## src/rtl/text_ram_uart_dumper.sv

```systemverilog
// Dumps a ROWS x COLS text RAM through a synchronous read port as 8N1 UART frames, row-major.
// Define CRLF_EN to append a CR/LF frame pair after each row.
module text_ram_uart_dumper #(
    parameter int unsigned CLK_HZ = 100000000,
    parameter int unsigned BAUD   = 9600,
    parameter int unsigned COLS   = 32,
    parameter int unsigned ROWS   = 4
) (
    input  logic                      i_clk,
    input  logic                      i_reset,
    input  logic                      i_start,
    output logic [$clog2(ROWS)-1:0]   o_rd_row,
    output logic [$clog2(COLS)-1:0]   o_rd_col,
    input  logic [7:0]                i_rd_data,
    output logic                      o_tx,
    output logic                      o_busy,
    output logic                      o_done
);

    localparam int unsigned Div   = CLK_HZ / BAUD;
    localparam int unsigned BaudW = (Div > 1) ? $clog2(Div) : 1;
    localparam int unsigned ColW  = $clog2(COLS);
    localparam int unsigned RowW  = $clog2(ROWS);

    typedef enum logic [2:0] {
        StIdle, StAddr, StLatch, StStart, StData, StStop, StAdv
`ifdef CRLF_EN
        , StEol
`endif
    } state_t;

    state_t            r_state, w_state_nxt;
    logic [RowW-1:0]   r_row, w_row_nxt;
    logic [ColW-1:0]   r_col, w_col_nxt;
    logic [BaudW-1:0]  r_baud, w_baud_nxt;
    logic [2:0]        r_bit, w_bit_nxt;
    logic [7:0]        r_shift, w_shift_nxt;
    logic              r_done, w_done_nxt;
    logic              w_tick;
    logic              w_row_end;
`ifdef CRLF_EN
    // 0: row cells pending, 1: CR sent, 2: LF sent
    logic [1:0]        r_eol, w_eol_nxt;
`endif

    always_ff @(posedge i_clk or negedge i_reset) begin
        if (!i_reset) begin
            r_state <= StIdle;
            r_row   <= '0;
            r_col   <= '0;
            r_baud  <= '0;
            r_bit   <= '0;
            r_shift <= '0;
            r_done  <= 1'b0;
`ifdef CRLF_EN
            r_eol   <= 2'd0;
`endif
        end else begin
            r_state <= w_state_nxt;
            r_row   <= w_row_nxt;
            r_col   <= w_col_nxt;
            r_baud  <= w_baud_nxt;
            r_bit   <= w_bit_nxt;
            r_shift <= w_shift_nxt;
            r_done  <= w_done_nxt;
`ifdef CRLF_EN
            r_eol   <= w_eol_nxt;
`endif
        end
    end

    always_comb begin
        w_state_nxt = r_state;
        w_row_nxt   = r_row;
        w_col_nxt   = r_col;
        w_baud_nxt  = '0;
        w_bit_nxt   = r_bit;
        w_shift_nxt = r_shift;
        w_done_nxt  = 1'b0;
        w_row_end   = 1'b0;
        w_tick      = (r_baud == BaudW'(Div - 1));
`ifdef CRLF_EN
        w_eol_nxt   = r_eol;
`endif
        unique case (r_state)
            StIdle: begin
                if (i_start) begin
                    w_state_nxt = StAddr;
                    w_row_nxt   = '0;
                    w_col_nxt   = '0;
                    w_bit_nxt   = '0;
                end
            end
            StAddr:  w_state_nxt = StLatch;
            StLatch: begin
                // Empty cells go out as spaces; bit 7 is never sent
                w_shift_nxt = (i_rd_data[6:0] == 7'd0) ? 8'h20 : {1'b0, i_rd_data[6:0]};
                w_state_nxt = StStart;
            end
            StStart: begin
                if (w_tick) begin
                    w_state_nxt = StData;
                    w_bit_nxt   = '0;
                end else begin
                    w_baud_nxt = r_baud + BaudW'(1);
                end
            end
            StData: begin
                if (w_tick) begin
                    w_shift_nxt = {1'b0, r_shift[7:1]};
                    w_bit_nxt   = r_bit + 3'd1;
                    if (r_bit == 3'd7) begin
                        w_state_nxt = StStop;
                    end
                end else begin
                    w_baud_nxt = r_baud + BaudW'(1);
                end
            end
            StStop: begin
                if (w_tick) begin
                    w_state_nxt = StAdv;
                end else begin
                    w_baud_nxt = r_baud + BaudW'(1);
                end
            end
            StAdv: begin
`ifdef CRLF_EN
                if (r_eol == 2'd1) begin
                    w_state_nxt = StEol;
                end else if (r_eol == 2'd2) begin
                    w_eol_nxt = 2'd0;
                    w_row_end = 1'b1;
                end else if (r_col < ColW'(COLS - 1)) begin
                    w_col_nxt   = r_col + ColW'(1);
                    w_state_nxt = StAddr;
                end else begin
                    w_col_nxt   = '0;
                    w_state_nxt = StEol;
                end
`else
                if (r_col < ColW'(COLS - 1)) begin
                    w_col_nxt   = r_col + ColW'(1);
                    w_state_nxt = StAddr;
                end else begin
                    w_col_nxt = '0;
                    w_row_end = 1'b1;
                end
`endif
                if (w_row_end) begin
                    if (r_row < RowW'(ROWS - 1)) begin
                        w_row_nxt   = r_row + RowW'(1);
                        w_state_nxt = StAddr;
                    end else begin
                        w_row_nxt   = '0;
                        w_col_nxt   = '0;
                        w_done_nxt  = 1'b1;
                        w_state_nxt = StIdle;
                    end
                end
            end
`ifdef CRLF_EN
            StEol: begin
                w_shift_nxt = (r_eol == 2'd0) ? 8'h0D : 8'h0A;
                w_eol_nxt   = (r_eol == 2'd0) ? 2'd1 : 2'd2;
                w_state_nxt = StStart;
            end
`endif
            default: w_state_nxt = StIdle;
        endcase
    end

    always_comb begin
        o_tx = 1'b1;
        if (r_state == StStart) begin
            o_tx = 1'b0;
        end else if (r_state == StData) begin
            o_tx = r_shift[0];
        end
    end

    assign o_busy   = (r_state != StIdle);
    assign o_done   = r_done;
    assign o_rd_row = r_row;
    assign o_rd_col = r_col;

endmodule

```

## config.mk

```make
export PLATFORM = sky130hd
export DESIGN_NAME = text_ram_uart_dumper
export DESIGN_NICKNAME = d
export VERILOG_FILES = /design/src/rtl/text_ram_uart_dumper.sv
export SDC_FILE = /design/constraint.sdc
export NUM_CORES = 1
export LEC_CHECK = 0
export CAP_MARGIN = 20
export CORE_ASPECT_RATIO = 1.25
export CORE_MARGIN = 3
export CORE_UTILIZATION = 30
export CTS_CLUSTER_DIAMETER = 120
export DETAILED_ROUTE_END_ITERATION = 7
export MAX_ROUTING_LAYER = met4
export SLEW_MARGIN = 10
export SYNTH_ARGS = -nofsm -noshare
export SYNTH_HDL_FRONTEND = slang
export SYNTH_SLANG_ARGS = --single-unit
```

## constraint.sdc

```tcl
create_clock -name i_clk -period 1.85 [get_ports i_clk]
set_input_delay 0.2775 -clock i_clk [delete_from_list [all_inputs] [get_ports i_clk]]
set_output_delay 0.2775 -clock i_clk [all_outputs]
set_load 0.01 [all_outputs]
```

==> impl_results.md, run 1 <==
* Status: finished, final reports clean
* DR WL/cell at roughly 13 um
* Grt ovf at 0
* Critical Path AT at between 1500 and 2000 ps
* Router iterations before antenna repair at 4
* Mapped cell area at approximately 1800 sq um
* Slew @ Worst Pin at 453.0 ps
* Crit path to: r_shift[5]$_DFFE_PN0P_
* Most frequent cells in the layout: dfrtp_1, nor2_1, clkdlybuf4s50_1
* Pwr dens at 1158 nW/um^2
* Initial Util at 0.3201
* CTS Sinks at 35
* Antenna viol nets, final at 0
* Fin crit share at 0.9354
* Buffers on Ports at 19
* Hold Slack at approximately 420 ps
* Row count at 30
* Critical path cell sequence: ha_1 -> and4_4 -> and4_2 -> and3_4 -> a221o_1
* Setup tns final at 0 ps
* Leakage at between 0.9 and 1 nW
* Vias in the first global route at roughly 1400
* DIE AREA at ~7000 sq um
* Post-synth EDFFs at 0
* Die Ht at a little over 90 um
* Final instance area at between 2000 and 2500 sq um
* Synth Net Count at around 190
* Placed inst area at between 2000 and 2500 sq um
* Post-Layout Cell Count at 276
* Die width at 75.10 um
* DPL Wire Length at between 2000 and 3000 um
* Hold-fix buffers at CTS at 0
* Worst Setup End Kind: flop
* Share of cells above drive strength 1 at 0.1651
* Top_reg_cell synth: dfrtp_1
* Clock Latency Late Sink at between 200 and 300 ps
* R2R depth at 5
* Slowest library cell on the worst path: dfrtp_1
* Max Clock Skew at roughly 5.8 ps
* Fmax at 577.9 MHz
* Final setup vio count at 0
* Nature of the critical path startpoint: flop
* Max cap viols at 0
* Critical path class: reg2reg
* CTS tree: yes
* Worst reg2reg setup slack at about 120 ps
* Final core occ at 0.4009
* Via count at between 1000 and 1500
* Drt drc at 0
* Largest net degree at the start of global routing at 36
* Synth top area share at 0.4892
* Min-Delay Path Class: in2async
* Pins Over Slew Limit at 0
* Critical Path Fanout Max at 10
* # IOs at 21
* Synth area leader: dfrtp_1
* Starting DRT DRC Count at 44
* First-pass GRT wire length at between 6000 and 7000 um
* Origin of the worst setup path: r_baud[0]$_DFF_PN0_
* Filler instances at around 520
* Pre-CTS WS at 62.67 ps
* All-layer global routing usage at 0.1193
* Clk buf depth at 2
* Area Overhead vs Synth at 25.23%
* Via/cell ratio at about 5.1
* Routability Congestion at about 0.83
* Antenna violations before repair at 0
* Total chip power at about 2.6 mW
* Clock Pin Slew Worst Setup and Hold Paths at roughly 70 ps
* Setup ws final at between 100 and 150 ps
* Mapped Cells at 176
* Syn avg cell area at about 10 sq um
* Most common cell after layout, fill and taps aside: dfrtp_1
* RSZ-0062 raised after global routing: false
* Crit path required time at approximately 2000 ps
* Minimum clock period at 1730 ps
* Synth area leaders: dfrtp_1, nor2_1, xnor2_1, ha_1, a221o_1
* Final WL at approximately 3700 um
* CP peak stage delay at 390 ps
* Nets at ~230
* # diodes at 0
* Root buf cell: clkbuf_8
* Seq/Total Area, Yosys at 0.4892
* Core Area at around 5600 sq um
* Rel. slew slack at 0.6980
* FF+latch count, synth at 35
* R2r endpoint: r_shift[5]$_DFFE_PN0P_
* YS warnings at 0
* Distinct cells, synth at 41
* Htree depth at 2
* Dpl cells at ~270
* Async S/R FF share, synth at 1.000
* CTS Buf Count at 5
* Hold Vio Cnt, Final at 0
* Reg-to-reg startpoint: r_baud[0]$_DFF_PN0_
* VDD IR max at between 500 and 600 uV
[cells in the mapped netlist, types with 2 or more instances]
cell type / count
inv_1: 5
and2_1: 8
dfrtp_1: 35
ha_1: 5
nor3_1: 5
nand3b_1: 2
xor2_1: 4
nor2_1: 22
a31oi_1: 2
o21ai_0: 6
buf_2: 4
nand3_1: 8
and4_1: 3
nor4_1: 3
o211ai_1: 2
buf_6: 2
nand2b_1: 2
a21oi_1: 5
a21o_2: 2
a221o_1: 6
xnor2_1: 8
mux2_2: 2
nand4_1: 4
nand2_1: 12
a22o_2: 2
nor4b_1: 2
[area by class of cell]
type / count / area (sq um) / area share
Sequential cell: 35 / 875.8 / 0.3906
Timing Repair Buffer: 35 / 314.1 / 0.1401
Tap cell: 64 / 80.08 / 0.03571
Clock buffer: 8 / 100.1 / 0.04464
Multi-Input combinational cell: 129 / 853.3 / 0.3806
Inverter: 5 / 18.77 / 0.008371
[worst max-delay path, delay by kind of cell, from the launching register on]
kind,cells,cell delay (ps)
AO/OA/AOI/OAI,1,340
adder cells (fa/ha/maj),1,220
flip-flops,1,390
AND/OR/NAND/NOR,3,670
[routing by layer]
| layer | up-vias | share of wire | track usage |
|---|---|---|---|
| met5 | - | 0 | - |
| met4 | 0 | 0.0071 | 0.03561 |
| met3 | 2 | 0.026 | 0.03257 |
| met2 | 15 | 0.51 | 0.1853 |
| met1 | 681 | 0.45 | 0.1506 |
| li1 | 707 | - | - |
[power breakdown]
group	internal (mW)	switching (mW)	leakage [nW]
combinational	0.479	0.486	0.453
clock	0.340	0.259	0.0515
sequential	0.923	0.108	0.470
total	1.74	0.854	0.974
[worst min-delay path by stage]
stage / slack [ps] / endpoint / startpoint
final: 420 / r_baud[5]$_DFF_PN0_ / i_reset
after global routing: 450 / r_baud[3]$_DFF_PN0_ / i_reset
after CTS: 430 / r_baud[4]$_DFF_PN0_ / i_reset
after detailed placement: 490 / r_bit[1]$_DFFE_PN0P_ / r_bit[1]$_DFFE_PN0P_
after global placement: 480 / r_shift[5]$_DFFE_PN0P_ / r_shift[6]$_DFFE_PN0P_
after floorplan: -20 / o_done$_DFF_PN0_ / i_reset
[registers in the layout, indices dropped and copies added (netlist names)]
signal    cells
r_shift       7
r_baud       14
r_bit         3
o_done        1
o_rd_row      2
o_rd_col      5
r_state       3
[logic make-up (layout without fill, tap and decap cells)]
logic type	count (synthesis)	count (layout)	share of synthesized area
and+or+nand+nor	77	77	0.2292
buffers and inverters	12	48	0.03634
muxes	2	2	0.01258
DFF	35	35	0.4892
AOI/OAI and AO/OA	33	33	0.1391
xor gates and xnor gates	12	12	0.05870
adders and majority gates	5	5	0.03494
[repair_timing]
item / in CTS / in global routing
setup endpoints to repair: 1 / 8
gates resized for setup: 3 / 3
buffers inserted: 0 / 0
Note: power is estimated with default switching activity, not from simulation.
==> run 2: changes to the inputs <==
--- a/config.mk
+++ b/config.mk
@@ -12,6 +12,7 @@
 export CTS_CLUSTER_DIAMETER = 120
 export DETAILED_ROUTE_END_ITERATION = 7
 export MAX_ROUTING_LAYER = met4
+export RECOVER_POWER = 100
 export SLEW_MARGIN = 10
 export SYNTH_ARGS = -nofsm -noshare
 export SYNTH_HDL_FRONTEND = slang
==> run 2 against run 1 <==
Compared with the run above: sequential share of layout area rose by 0.11 points; non-clock buffer count did not move; clock power barely moved; via count rose by 0.50%; wire length rose by 0.25%; combinational power fell by 2%; critical path depth did not move; largest cell class unchanged; largest power group unchanged; highest routed layer unchanged.
==> impl_results.md, run 2 (synthesis gave the netlist of run 1 again) <==
* Status: finished, final reports clean (unchanged)
* DR WL/cell at 13.30 um (was 13.26 um)
* Dpl cells at 268 (unchanged)
* DPL Wire Length at 2642 um (unchanged)
* Nets at 227 (unchanged)
* Row count at 30 (unchanged)
* Rel. slew slack at 0.4129 (was 0.6980)
* Clock Latency Late Sink at 280 ps (about the same)
* Via/cell ratio at 5.116 (was 5.091)
* Most frequent cells in the layout: dfrtp_1, nor2_1, buf_4 (was dfrtp_1, nor2_1, clkdlybuf4s50_1)
* Core Area at 5593 sq um (unchanged)
* Postcts setup bufs at 0 (unchanged)
* Critical Path AT at 1890 ps (about the same)
* Slew @ Worst Pin at 880.7 ps (was 453.0 ps)
* First-pass GRT wire length at 6285 um (unchanged)
* Total chip power at 2.574 mW (was 2.596 mW)
* Pwr dens at 1151 nW/um^2 (was 1158 nW/um^2)
* Buffers on Ports at 19 (unchanged)
* RSZ-0062 raised after global routing: false (unchanged)
* Largest Register: r_baud (unchanged)
* Grt ovf at 0 (unchanged)
* Minimum clock period at 1731 ps (was 1730 ps)
* Max Clock Skew at 5.364 ps (was 5.755 ps)
* Critical path cell sequence: ha_1 -> and4_4 -> and4_2 -> and3_4 -> a221o_1 (unchanged)
* Hold Vio Cnt, Final at 0 (unchanged)
* # IOs at 21 (unchanged)
* Top Family by Delay on Critical Path: simple AND/OR/NAND/NOR gates (unchanged)
* Fin crit share at 0.9356 (was 0.9354)
* CTS Sinks at 35 (unchanged)
* Die Ht at 92.38 um (unchanged)
* Pins Over Slew Limit at 0 (unchanged)
* Slowest library cell on the worst path: dfrtp_1 (unchanged)
* Initial Util at 0.3201 (unchanged)
* Clk buf depth at 2 (unchanged)
* Post-Layout Cell Count at 276 (unchanged)
* Antenna viol nets, final at 0 (unchanged)
* Largest net degree at the start of global routing at 36 (unchanged)
* Filler instances at 521 (unchanged)
* Final setup vio count at 0 (unchanged)
* CTS tree: yes (unchanged)
* Vias in the first global route at 1383 (unchanged)
* Worst Setup End Kind: flop (unchanged)
* Routability Congestion at 0.8328 (unchanged)
* Share of cells above drive strength 1 at 0.1604 (was 0.1651)
* Root buf cell: clkbuf_8 (unchanged)
* Nature of the critical path startpoint: flop (unchanged)
* Htree depth at 2 (unchanged)
* Pre-CTS WS at 62.67 ps (unchanged)
* Router iterations before antenna repair at 4 (unchanged)
* CP peak stage delay at 390 ps (about the same)
* # diodes at 0 (unchanged)
* Min-Delay Path Class: reg2reg (was in2async)
* Max reg flops at 14 (unchanged)
* DIE AREA at 6937 sq um (unchanged)
* Die width at 75.10 um (unchanged)
* Final WL at 3670 um (was 3661 um)
* Via count at 1412 (was 1405)
* Setup ws final at 119.2 ps (was 119.5 ps)
* CTS Buf Count at 5 (unchanged)
* Critical Path Fanout Max at 10 (unchanged)
* Most common cell after layout, fill and taps aside: dfrtp_1 (unchanged)
* Antenna violations before repair at 0 (unchanged)
* Leakage at 0.9945 nW (was 0.9736 nW)
* Crit path required time at 2010 ps (about the same)
* Drt drc at 0 (unchanged)
* Fmax at 577.8 MHz (was 577.9 MHz)
* Hold Slack at 500.2 ps (was 419.1 ps)
* Clock Pin Slew Worst Setup and Hold Paths at 70 ps (about the same)
* Setup tns final at 0 ps (unchanged)
* Max cap viols at 0 (unchanged)
* Worst Path Buf+Inv at 0 (unchanged)
* Area Overhead vs Synth at 24.88% (was 25.23%)
* VDD IR max at 571.4 uV (was 598.5 uV)
* Critical path class: reg2reg (unchanged)
* Starting DRT DRC Count at 43 (was 44)
* All-layer global routing usage at 0.1193 (unchanged)
run 2: cell count changes in the layout (fill, tap and decap cells not counted):
cell and change:
buf_4 -2, clkbuf_1 +1, clkbuf_2 +1, clkdlybuf4s50_1 -9, dlygate4sd3_1 +9, dlymetal6s2s_1 -1
dlymetal6s4s_1 +1
run 2: cell type report:
type                       count  area [sq um]  area share
timing repair buffer          35         307.8      0.1377
inverter                       5         18.77    0.008394
clock buffer                   8         100.1     0.04477
multi-input combinational    129         853.3      0.3816
sequential                    35         875.8      0.3917
tap                           64         80.08     0.03581
run 2: power by group:
group,leakage [nW],internal [mW],switching [mW]
clock,0.0515,0.340,0.258
sequential,0.470,0.923,0.107
combinational,0.473,0.457,0.489
run 2: timing repair:
action,4_1_cts,5_1_grt
hold endpoints to repair,0,0
gates resized for setup,3,3
endpoints found under the setup margin,1,8
hold buffers,0,0
run 2: stage by stage:
stage	util	instance area (sq um)
2_1_floorplan	-	1790
3_3_place_gp	0.3817	2135
3_5_place_dp	0.3817	2135
4_1_cts	0.3998	2236
5_1_grt	0.3998	2236
6_report	0.3998	2236
run 2: layer usage:
metal	up-vias	track usage	wire length, um
met5	-	-	0
met4	0	0.03561	26
met3	2	0.03257	104
met2	18	0.1853	1886
met1	685	0.1506	1653
li1	707	-	-
run 2: worst reg2reg max path, stage by stage (launching register included):
cell and delay (ps):
dfrtp_1 390, ha_1 220, and4_4 200, and4_2 240
and3_4 230, a221o_1 340
run 2: path summary, 6_finish.rpt:
check                                     startpoint                endpoint  slack (ps)  cells after the start
worst max-delay path             r_baud[0]$_DFF_PN0_  r_shift[5]$_DFFE_PN0P_         120                      5
worst min-delay path            r_bit[1]$_DFFE_PN0P_    r_bit[1]$_DFFE_PN0P_         500                      1
worst max register to register   r_baud[0]$_DFF_PN0_  r_shift[5]$_DFFE_PN0P_         120                      5
worst min register to register  r_bit[1]$_DFFE_PN0P_    r_bit[1]$_DFFE_PN0P_         500                      1
max in group asynchronous                    i_reset  r_state[0]$_DFFE_PN0P_         650                      2
min in group asynchronous                    i_reset     r_baud[5]$_DFF_PN0_         650                      2
